File: config.mk
export PLATFORM = sky130hd
export DESIGN_NAME = ncc_result_writeback
export DESIGN_NICKNAME = d
export VERILOG_FILES = /design/src/rtl/ncc_result_writeback.sv
export SDC_FILE = /design/constraint.sdc
export NUM_CORES = 1
export LEC_CHECK = 0
export BUFFER_PORTS_ARGS = -buffer_cell sky130_fd_sc_hd__buf_4
export CAP_MARGIN = 20
export CORE_MARGIN = 5
export CORE_UTILIZATION = 45
export CTS_BUF_LIST = sky130_fd_sc_hd__clkbuf_2
export CTS_CLUSTER_SIZE = 28
export DETAILED_ROUTE_END_ITERATION = 6
export PLACE_DENSITY = 0.72
export REMOVE_ABC_BUFFERS = 1
export SLEW_MARGIN = 30
export SYNTH_ARGS = -nofsm -noshare
export SYNTH_HDL_FRONTEND = slang
export SYNTH_SLANG_ARGS = --single-unit
File: constraint.sdc
create_clock -name clk -period 4.32 [get_ports clk]
set_input_delay 0.216 -clock clk [delete_from_list [all_inputs] [get_ports clk]]
set_output_delay 0.216 -clock clk [all_outputs]
set_load 0.1 [all_outputs]
File: src/rtl/ncc_result_writeback.sv
// Buffers per-set NCC results in a small FIFO and serialises each one into three
// 32-bit memory writes, followed by a per-frame status word and a completion pulse.
module ncc_result_writeback #(
  parameter int                DEPTH         = 4,
  parameter int                ADDR_W        = 16,
  parameter logic [ADDR_W-1:0] BASE_ADDR     = '0,
  parameter int                STATUS_OFFSET = 450
) (
  input  logic              clk,
  input  logic              rst,
  input  logic              result_valid,
  input  logic [7:0]        set_idx,
  input  logic [63:0]       ncc_log2,
  input  logic [8:0]        window_index,
  input  logic              frame_done,
  output logic              mem_req,
  output logic              mem_rd_wr,
  output logic [ADDR_W-1:0] mem_addr,
  output logic [31:0]       mem_wdata,
  input  logic              mem_grant,
  output logic              frame_written,
  output logic              overflow
);

  typedef enum logic [2:0] {IDLE, W0, W1, W2, STAT, PULSE} state_t;

  localparam int PTR_W   = (DEPTH > 1) ? $clog2(DEPTH) : 1;
  localparam int ENTRY_W = 8 + 9 + 64;
  localparam logic [ADDR_W-1:0] STAT_ADDR = ADDR_W'(32'(BASE_ADDR) + 32'(STATUS_OFFSET));

  logic [ENTRY_W-1:0] fifo_mem [DEPTH];
  logic [PTR_W-1:0]   wr_ptr;
  logic [PTR_W-1:0]   rd_ptr;
  logic [PTR_W:0]     count;

  state_t             state;
  state_t             next_state;
  logic               req_n;
  logic [ADDR_W-1:0]  addr_n;
  logic [31:0]        wdata_n;
  logic               fw_n;

  logic [7:0]         written_cnt;
  logic [7:0]         dropped_cnt;
  logic               frame_pending;

  logic               pop;
  logic               push;
  logic               drop;
  logic [ENTRY_W-1:0] head;
  logic [7:0]         head_set;
  logic [8:0]         head_win;
  logic [63:0]        head_ncc;
  logic [ADDR_W-1:0]  rec_addr;

  assign mem_rd_wr = 1'b1;

  // The head entry stays in the FIFO until its last word is accepted, so a push
  // into a full FIFO is only safe in the cycle that retires that head.
  assign pop  = (state == W2) && mem_grant;
  assign push = result_valid && ((count < (PTR_W+1)'(DEPTH)) || pop);
  assign drop = result_valid && !push;

  assign head     = fifo_mem[rd_ptr];
  assign head_set = head[80:73];
  assign head_win = head[72:64];
  assign head_ncc = head[63:0];
  assign rec_addr = ADDR_W'(32'(BASE_ADDR) + 32'(head_set) * 32'd3);

  always_ff @(posedge clk) begin
    if (push) fifo_mem[wr_ptr] <= {set_idx, window_index, ncc_log2};
  end

  always_comb begin
    next_state = state;
    req_n      = mem_req;
    addr_n     = mem_addr;
    wdata_n    = mem_wdata;
    fw_n       = 1'b0;
    case (state)
      IDLE: begin
        if (count != '0) begin
          next_state = W0;
          req_n      = 1'b1;
          addr_n     = rec_addr;
          wdata_n    = {7'b0, head_win, 8'b0, head_set};
        end else if (frame_pending) begin
          next_state = STAT;
          req_n      = 1'b1;
          addr_n     = STAT_ADDR;
          wdata_n    = {overflow, 7'b0, dropped_cnt, 8'b0, written_cnt};
        end
      end
      W0: begin
        if (mem_grant) begin
          next_state = W1;
          addr_n     = mem_addr + ADDR_W'(1);
          wdata_n    = head_ncc[63:32];
        end
      end
      W1: begin
        if (mem_grant) begin
          next_state = W2;
          addr_n     = mem_addr + ADDR_W'(1);
          wdata_n    = head_ncc[31:0];
        end
      end
      W2: begin
        if (mem_grant) begin
          next_state = IDLE;
          req_n      = 1'b0;
        end
      end
      STAT: begin
        if (mem_grant) begin
          next_state = PULSE;
          req_n      = 1'b0;
          fw_n       = 1'b1;
        end
      end
      PULSE: next_state = IDLE;
      default: begin
        next_state = IDLE;
        req_n      = 1'b0;
      end
    endcase
  end

  always_ff @(posedge clk) begin
    if (rst) begin
      state         <= IDLE;
      mem_req       <= 1'b0;
      mem_addr      <= '0;
      mem_wdata     <= '0;
      frame_written <= 1'b0;
      overflow      <= 1'b0;
      wr_ptr        <= '0;
      rd_ptr        <= '0;
      count         <= '0;
      written_cnt   <= '0;
      dropped_cnt   <= '0;
      frame_pending <= 1'b0;
    end else begin
      state         <= next_state;
      mem_req       <= req_n;
      mem_addr      <= addr_n;
      mem_wdata     <= wdata_n;
      frame_written <= fw_n;

      if (push) wr_ptr <= wr_ptr + PTR_W'(1);
      if (pop)  rd_ptr <= rd_ptr + PTR_W'(1);
      count <= count + {{PTR_W{1'b0}}, push} - {{PTR_W{1'b0}}, pop};

      // A drop landing in the PULSE cycle belongs to the next frame's tally.
      if (state == PULSE) begin
        written_cnt   <= '0;
        dropped_cnt   <= {7'b0, drop};
        overflow      <= drop;
        frame_pending <= 1'b0;
      end else begin
        if (pop && (written_cnt != 8'hFF)) written_cnt <= written_cnt + 8'd1;
        if (drop) begin
          overflow <= 1'b1;
          if (dropped_cnt != 8'hFF) dropped_cnt <= dropped_cnt + 8'd1;
        end
        if (frame_done) frame_pending <= 1'b1;
      end
    end
  end

endmodule

==> run metrics, run 1 <==
vias in the first global route 10700; HP Start frame_done; cts hold-fix bufs 169; Placer Congestion 0.785; status completed; Site Rows 69; number of antenna violations at the first check in global routing 6; critical path capture point type flop; die span in x 199 µm; Clock Pin Slew Worst Setup and Hold Paths 110 ps; final wirelength 37000 µm; Post-synth EDFFs 324; Die Area 39700 µm²; fin crit period 3060 ps; PortBufs 136; total global-route track usage 18.8%; Sw Ratio 37.2%; cts bufs inserted 100; sequential share of power 45.6%; Gate power share 31.0%; starting density of the core 45.4%; post-synth cell types 57; Tcrit/Tclk final 70.9%; Leak 0.00723 µW; DR WL/cell 19.8 µm; area leader, netlist edfxtp_1; Pwr Density 539 nW/µm²; Synth async-reset ratio 0%; antenna-violating nets left 0; Power Total 10900 µW; CP delay by family, top compound AO/OA/AOI/OAI gates; Crit path required time 5170 ps; Crit Path Max Fanout 29; register area share after synthesis 70.4%; H-tree depth 3; critical path buffer and inverter count 1; Yosys top cell area share 60.4%; post-synthesis cell count 950; Worst R2R Setup Slack 1260 ps; grt ovf 0; Reg-to-Reg End mem_addr[7]; core area 35500 µm²; largest net degree at the start of global routing 67; I/O Pins 138; DRC 0; CP max stage delay 740 ps; Slew Viols, Final 0; Setup Crit Path Kind reg -> reg; post-DP HPWL 21100 µm; Main synth FF type edfxtp_1; most common cell in the synthesized netlist edfxtp_1; mean post-synth cell area 16.9 µm²; VDD IR max 0.456 mV; Finished Layout Cells 1872; cells on worst reg2reg path 9; actual slew at the worst max-slew pin 1010 ps; clock net sink count 404; Clock Skew 100 ps; worst hold path type in -> reg; Hold Vio Cnt, Final 0; list of most frequent post-synthesis cells edfxtp_1, mux4_2, dfxtp_1; drt via density 5.29; hold endpoint frame_pending; dpl cells 1510; Internal 6850 µW; Worst path slowest cell dfxtp_4; Die Y 199 µm; fmax 0.327 GHz; Slew Limit Headroom 32.7%; CP arrival 3910 ps; area grow syn2layout 25.8%; final-report setup violation count 0; clk_lat worst skew 970 ps; # resized after CTS 0; Seq cells post-synth 404; clock power share 23.4%; CP cell instances mux4_2, ha_1, inv_1, fa_1, nor2b_1, o31ai_1, a21oi_1, mux2i_1, a2111oi_2; initial drt markers 595; layout cells sized above 1 29.7%; max-cap violations 0; Nets 1426; Yosys warning count 0; switching pwr 4060 µW; Setup crit start kind flop; Synth area leaders edfxtp_1, mux4_2, dfxtp_1; clock tree buffer depth 3; Root Buffer clkbuf_2; unrepaired setup endpoints after global routing no; Worst Hold Depth 4; TritonRoute pass-1 iters 5; Vias 9903; CTS tree yes; setup TNS 0 ps; post-synthesis cell area 16100 µm²; Setup Fix Bufs, Post-CTS 0; first-pass GRT wire length 57800 µm
==> cells by family (layout without fill, tap and decap cells) <==
logic type,after synthesis,after routing,synth area share (%)
AO/OA/AOI/OAI,137,137,6.18
XOR/XNOR,28,28,1.57
adder cells (fa/ha/maj),19,19,1.57
buffers and inverters,69,525,2.21
flip-flops,404,404,70.4
multiplexers,94,94,12.1
other,1,6,0.0233
AND/OR/NAND/NOR,198,198,5.93
==> power by group through the flow <==
| stage | clock (µW) | sequential, µW | combinational (µW) |
|---|---|---|---|
| after floorplan | 0 | 5790 | 1470 |
| after global placement | 0 | 5050 | 3210 |
| after detailed placement | 0 | 5070 | 3240 |
| after CTS | 2630 | 4980 | 3370 |
| after global routing | 2860 | 5030 | 3610 |
| final | 2560 | 4980 | 3380 |
==> placed cells by master, fill, tap and decap left out, types with 29 or more instances in the layout <==
cell,instances
a21oi_1,30
a22o_1,30
buf_4,149
clkbuf_2,157
dfxtp_1,78
dlygate4sd3_1,169
edfxtp_1,324
mux4_2,81
nand2_1,29
nor2_1,74
==> cell type report <==
type,count,area [µm²]
Antenna cell,5,12.5
Clock buffer,157,786
Clock inverter,30,160
Fill cell,2785,15200
Inverter,17,63.8
Multi-Input combinational cell,477,4450
Sequential cell,404,11300
Tap cell,461,577
Timing Repair Buffer,321,2870
==> metal layers <==
layer | vias to the layer above | routed length, µm | GRT usage (%)
li1 | 4598 | - | -
met1 | 4949 | 15600 | 24.3
met2 | 309 | 18500 | 31.5
met3 | 45 | 2370 | 5.04
met4 | 2 | 522 | 5.67
met5 | - | 13 | 0
==> tightest hold or removal path: stages <==
cell and delay (ps):
dlygate4sd3_1 530, buf_4 110, nor2_1 30, nor2_1 70
==> worst max-delay path by stage <==
stage | start | to | cells past startpoint
after floorplan | flop | mem_addr[7] | 9
after global placement | flop | mem_addr[7] | 9
after detailed placement | flop | mem_addr[7] | 9
after CTS | flop | mem_addr[7] | 9
after global routing | flop | mem_addr[7] | 9
final | flop | mem_addr[7] | 9
==> through the flow <==
stage                     setup slack (ps)  hold slack, ps  instance area (µm²)  utilization [%]
after global placement                1270             417                17600             49.5
after detailed placement              1220             419                17600             49.5
after global routing                   838            11.9                20300             57.1
after floorplan                      -1300             285                15800                -
after CTS                             1170            4.46                20200             57.0
final                                 1260            97.5                20300             57.1
==> flip-flops by register name, indices dropped and copies added (netlist names), 2 cells and up, named ones only <==
name	count
count	3
dropped_cnt	8
fifo_mem	324
mem_addr	16
mem_wdata	32
rd_ptr	2
state	3
wr_ptr	2
written_cnt	8
(Power assumes the default switching activity.)
==> run 2, diff against run 1 <==
PLACE_DENSITY = 0.74   (was 0.72)
clock period = 2.46 ns   (was 4.32 ns; I/O delays follow)
==> run 2 against run 1 <==
Sequential cell count did not move. Clock-buffer cell count increased by 1. Global-route usage increased by 0.65 points. Worst setup slack worse by 1200 ps. Via count rose by 2.2%. Sequential share of layout area shrank 1.1 points. Clock power increased by 78%. Non-clock buffer count rose by 34. Hold slack better by 43 ps. Wire length is 4.2% higher. Combinational power is 89% higher. Clock skew shrank 42 ps. Critical endpoint unchanged.
==> run metrics, run 2 (synthesis results as in run 1) <==
DRC 0; Slew Limit Headroom 39.2%; Site Rows 69; die span in x 199 µm; most frequent cells in the layout edfxtp_1, buf_4, dlygate4sd3_1; unrepaired setup endpoints after global routing yes; Nets 1459; Setup Crit Path Kind reg -> reg; max-cap violations 0; clock net sink count 404; layout cells sized above 1 32.0%; Layout fillers 2733; cts bufs inserted 99; Largest regs fifo_mem (324), mem_wdata (32), mem_addr (16); fin crit period 2390 ps; CP endpoint mem_addr[7]; Reg-to-Reg End mem_addr[7]; clock tree buffer depth 3; Worst R2R Setup Slack 70 ps; DR WL/cell 20.3 µm; dpl ws -8.77 ps; total global-route track usage 19.5%; VDD IR max 0.839 mV; cells on worst reg2reg path 9; Crit path required time 3300 ps; initial drt markers 610; number of antenna violations at the first check in global routing 4; HP Start mem_grant; vias in the first global route 10800; fin worst setup slack 68.1 ps; Slew Viols, Final 0; Hold Vio Cnt, Final 0; most common cell after layout, fill and taps aside edfxtp_1; actual slew at the worst max-slew pin 911 ps; starting density of the core 45.4%; CTS tree yes; grt ovf 0; core area 35500 µm²; worst hold path type in -> reg; Crit Path Max Fanout 7; status completed; Vias 10100; final wirelength 38500 µm; final-report setup violation count 0; Setup crit start kind flop; H-tree depth 3; Tcrit/Tclk final 97.2%; largest reg by FF count fifo_mem; Die Area 39700 µm²; antenna-violating nets left 0; TritonRoute pass-1 iters 5; clk_lat worst skew 950 ps; Root Buffer clkbuf_2; area grow syn2layout 28.3%; largest net degree at the start of global routing 59; PortBufs 136; max reg flops 324; I/O Pins 138; Final Util 58.2%; Placer Congestion 0.807; first-pass GRT wire length 59600 µm; fmax 0.418 GHz; CP arrival 3230 ps; post-DP HPWL 22400 µm; Clock Skew 58.2 ps; drt via density 5.32; Pwr Density 952 nW/µm²; critical path capture point type flop; Leak 0.00742 µW; Clock Pin Slew Worst Setup and Hold Paths 110 ps; Die Y 199 µm
[run 2: per-stage QoR]
| step | hold WS (ps) | std cells | setup TNS (ps) | power [µW] | instance area [µm²] |
|---|---|---|---|---|---|
| CTS | 16.2 | 1895 | 0 | 19800 | 20500 |
| finish | 141 | 1903 | 0 | 19700 | 20600 |
| detailed placement | 327 | 1540 | -8.77 | 15000 | 17900 |
| floorplan | 192 | 898 | -379830 | 12700 | 15800 |
| global placement | 322 | 1540 | 0 | 14800 | 17900 |
| global route | 83.4 | 1903 | -146 | 20700 | 20600 |
[run 2: layout make-up]
type	instances	area [µm²]	area share, %
clock buffer	158	791	3.83
clock inverter	28	164	0.794
timing repair buffer	355	3210	15.6
antenna	3	7.51	0.0364
sequential	404	11300	54.9
multi-input combinational	477	4490	21.8
tap	461	577	2.79
inverter	17	63.8	0.309
[run 2: where the power goes]
group	total, µW	internal [µW]	switching, µW
logic	6400	2200	4200
registers	8700	8320	382
clock network	4550	1900	2650
total	19700	12400	7230
[run 2: repair_timing]
action	4_1_cts	5_1_grt
pin swaps	0	3
resized for setup	2	8
gates cloned	0	1
setup endpoints to repair	1	18
endpoints found under the hold margin	725	0
hold buffers	169	0
buffers inserted	0	4
[run 2: per-layer routing]
metal  vias to the layer above  routed length, µm  GRT usage (%)
li1                       4680                  -              -
met1                      5095              16300           25.6
met2                       288              19100           32.0
met3                        53               2360           4.96
met4                         2                722           6.48
met5                         -                 13              0
[run 2: worst max-delay path: stages, from the launching register on]
cell and delay (ps):
dfxtp_4 410, mux4_2 520, ha_2 210, inv_2 60, fa_2 190, nor2b_1 60
o31ai_2 310, a21oi_2 100, mux2i_1 140, a2111oi_2 290
[run 2: worst min path at each step]
stage | endpoint | slack (ps) | depth (start not counted)
floorplan | mem_addr[7] | 190 | 1
global placement | fifo_mem[3][25] | 320 | 1
detailed placement | fifo_mem[2][57] | 330 | 1
CTS | mem_req | 20 | 4
global route | mem_req | 80 | 4
finish | state[0] | 140 | 5
==> run 3, diff against run 2 <==
PLACE_DENSITY = 0.61   (was 0.74)
==> run 3 against run 2 <==
Sequential cell count is the same. Combinational power grew 2%. Wire length shrank 2.4%. Critical endpoint is now mem_addr[8]. Largest cell class unchanged. Largest power group unchanged. Highest routed layer is now met4.
==> run metrics, run 3 (synthesis results as in run 1) <==
total global-route track usage 19.1%; Hold Vio Cnt, Final 0; initial drt markers 529; drt via density 5.26; vias in the first global route 10600; Slew Limit Headroom 51.7%; Root Buffer clkbuf_2; Gate power share 33.5%; Largest regs fifo_mem (324), mem_wdata (32), mem_addr (16); Placer Congestion 0.775; CP cell instances mux4_2, buf_6, ha_1, a21o_1, and4_4, nor3b_2, or3_1, a31oi_1; antenna-violating nets left 0; Clock Skew 50.6 ps; fmax 0.411 GHz; post-DP HPWL 22600 µm; worst hold path type in -> reg; Slew Viols, Final 0; Crit Path Max Fanout 8; Clock Pin Slew Worst Setup and Hold Paths 90 ps; die span in x 199 µm; VDD IR max 0.768 mV; final wirelength 37600 µm; core area 35500 µm²; Pwr Density 934 nW/µm²; Internal 12200 µW; Leak 0.00748 µW; Vias 10100; DRC 0; Crit path required time 3310 ps; max-cap violations 0; Worst path slowest cell mux4_2; largest net degree at the start of global routing 65; final-report setup violation count 0; CP arrival 3280 ps; sequential share of power 44.7%; max reg flops 324; starting density of the core 45.4%; CP max stage delay 580 ps; Die Y 199 µm; most common cell after layout, fill and taps aside edfxtp_1; Setup crit start kind flop; clk_lat worst skew 930 ps; critical path capture point type flop; number of antenna violations at the first check in global routing 2; grt ovf 0; I/O Pins 138; first-pass GRT wire length 58400 µm; fin crit period 2430 ps; PortBufs 136; Sw Ratio 37.0%; critical path buffer and inverter count 1; largest reg by FF count fifo_mem; Setup Crit Path Kind reg -> reg; CTS tree yes; area grow syn2layout 29.0%; H-tree depth 3; TritonRoute pass-1 iters 4; setup TNS 0 ps; CP delay by family, top simple AND/OR/NAND/NOR gates; switching pwr 7180 µW; Nets 1471; cts bufs inserted 99; clock power share 21.8%; unrepaired setup endpoints after global routing yes; Die Area 39700 µm²; layout cells sized above 1 32.9%; DR WL/cell 19.7 µm; status completed; actual slew at the worst max-slew pin 723 ps; Site Rows 69; Final Util 58.5%; most frequent cells in the layout edfxtp_1, buf_4, dlygate4sd3_1; clock tree buffer depth 3; Tcrit/Tclk final 99.0%; clock net sink count 404
[run 3: cell count changes in the layout (fill, tap and decap cells not counted), sizes merged]
cell | before | now
diode | 3 | 2
bufinv | 2 | 0
clkinv | 24 | 27
dlygate4sd3 | 169 | 170
buf | 185 | 196
clkbuf | 159 | 153
inv | 18 | 21
[run 3: layout make-up]
class                           count  area (µm²)
Fill cell                        2801       14700
Sequential cell                   404       11300
Multi-Input combinational cell    477        4520
Timing Repair Buffer              367        3370
Clock buffer                      152         761
Tap cell                          461         577
Clock inverter                     32         131
Inverter                           17        63.8
Antenna cell                        2        5.00
[run 3: worst paths after layout]
check,start,end,slack [ps],cells after the start
worst max register to register,flop,mem_addr[8],30,8
worst min register to register,mem_wdata[7],mem_wdata[7],510,1
worst min-delay path,mem_grant,mem_req,140,4
worst max-delay path,flop,mem_addr[8],30,8
[run 3: worst min-delay path: stages]
cell           delay [ps]
dlygate4sd3_1         530
buf_4                 160
a31oi_1                90
o211a_1               120
[run 3: layer usage]
layer	track usage (%)	vias to the layer above	share of wire, %	wire, µm
met2	30.7	286	49	18600
li1	-	4702	-	-
met5	0	-	0	0
met3	4.47	41	5.9	2210
met4	6.36	0	1.6	598
met1	26.0	5024	43	16200
[run 3: through the flow]
stage | hold WS (ps) | setup slack (ps) | instances | area, µm² | total power [µW]
finish | 145 | 25.2 | 1912 | 20800 | 19400
global route | 101 | -93.6 | 1912 | 20800 | 20500
CTS | 0.465 | 4.39 | 1907 | 20600 | 19500
detailed placement | 325 | -97.7 | 1551 | 18000 | 15000
global placement | 324 | -51.1 | 1551 | 18000 | 15000
floorplan | 192 | -3160 | 898 | 15800 | 12700
[run 3: repair_timing]
item,in CTS,in global routing
endpoints found under the hold margin,723,0
setup buffers,2,3
pin swaps,3,4
cloned,0,1
hold buffers,170,0
endpoints found under the setup margin,1,17
resized for setup,4,16
[run 3: power groups by stage]
| stage | clock network (µW) | logic (µW) | registers, µW |
|---|---|---|---|
| after CTS | 4430 | 6450 | 8670 |
| after global routing | 4850 | 6930 | 8740 |
| after floorplan | 0 | 2570 | 10200 |
| final | 4240 | 6500 | 8660 |
| after detailed placement | 0 | 6200 | 8820 |
| after global placement | 0 | 6180 | 8800 |
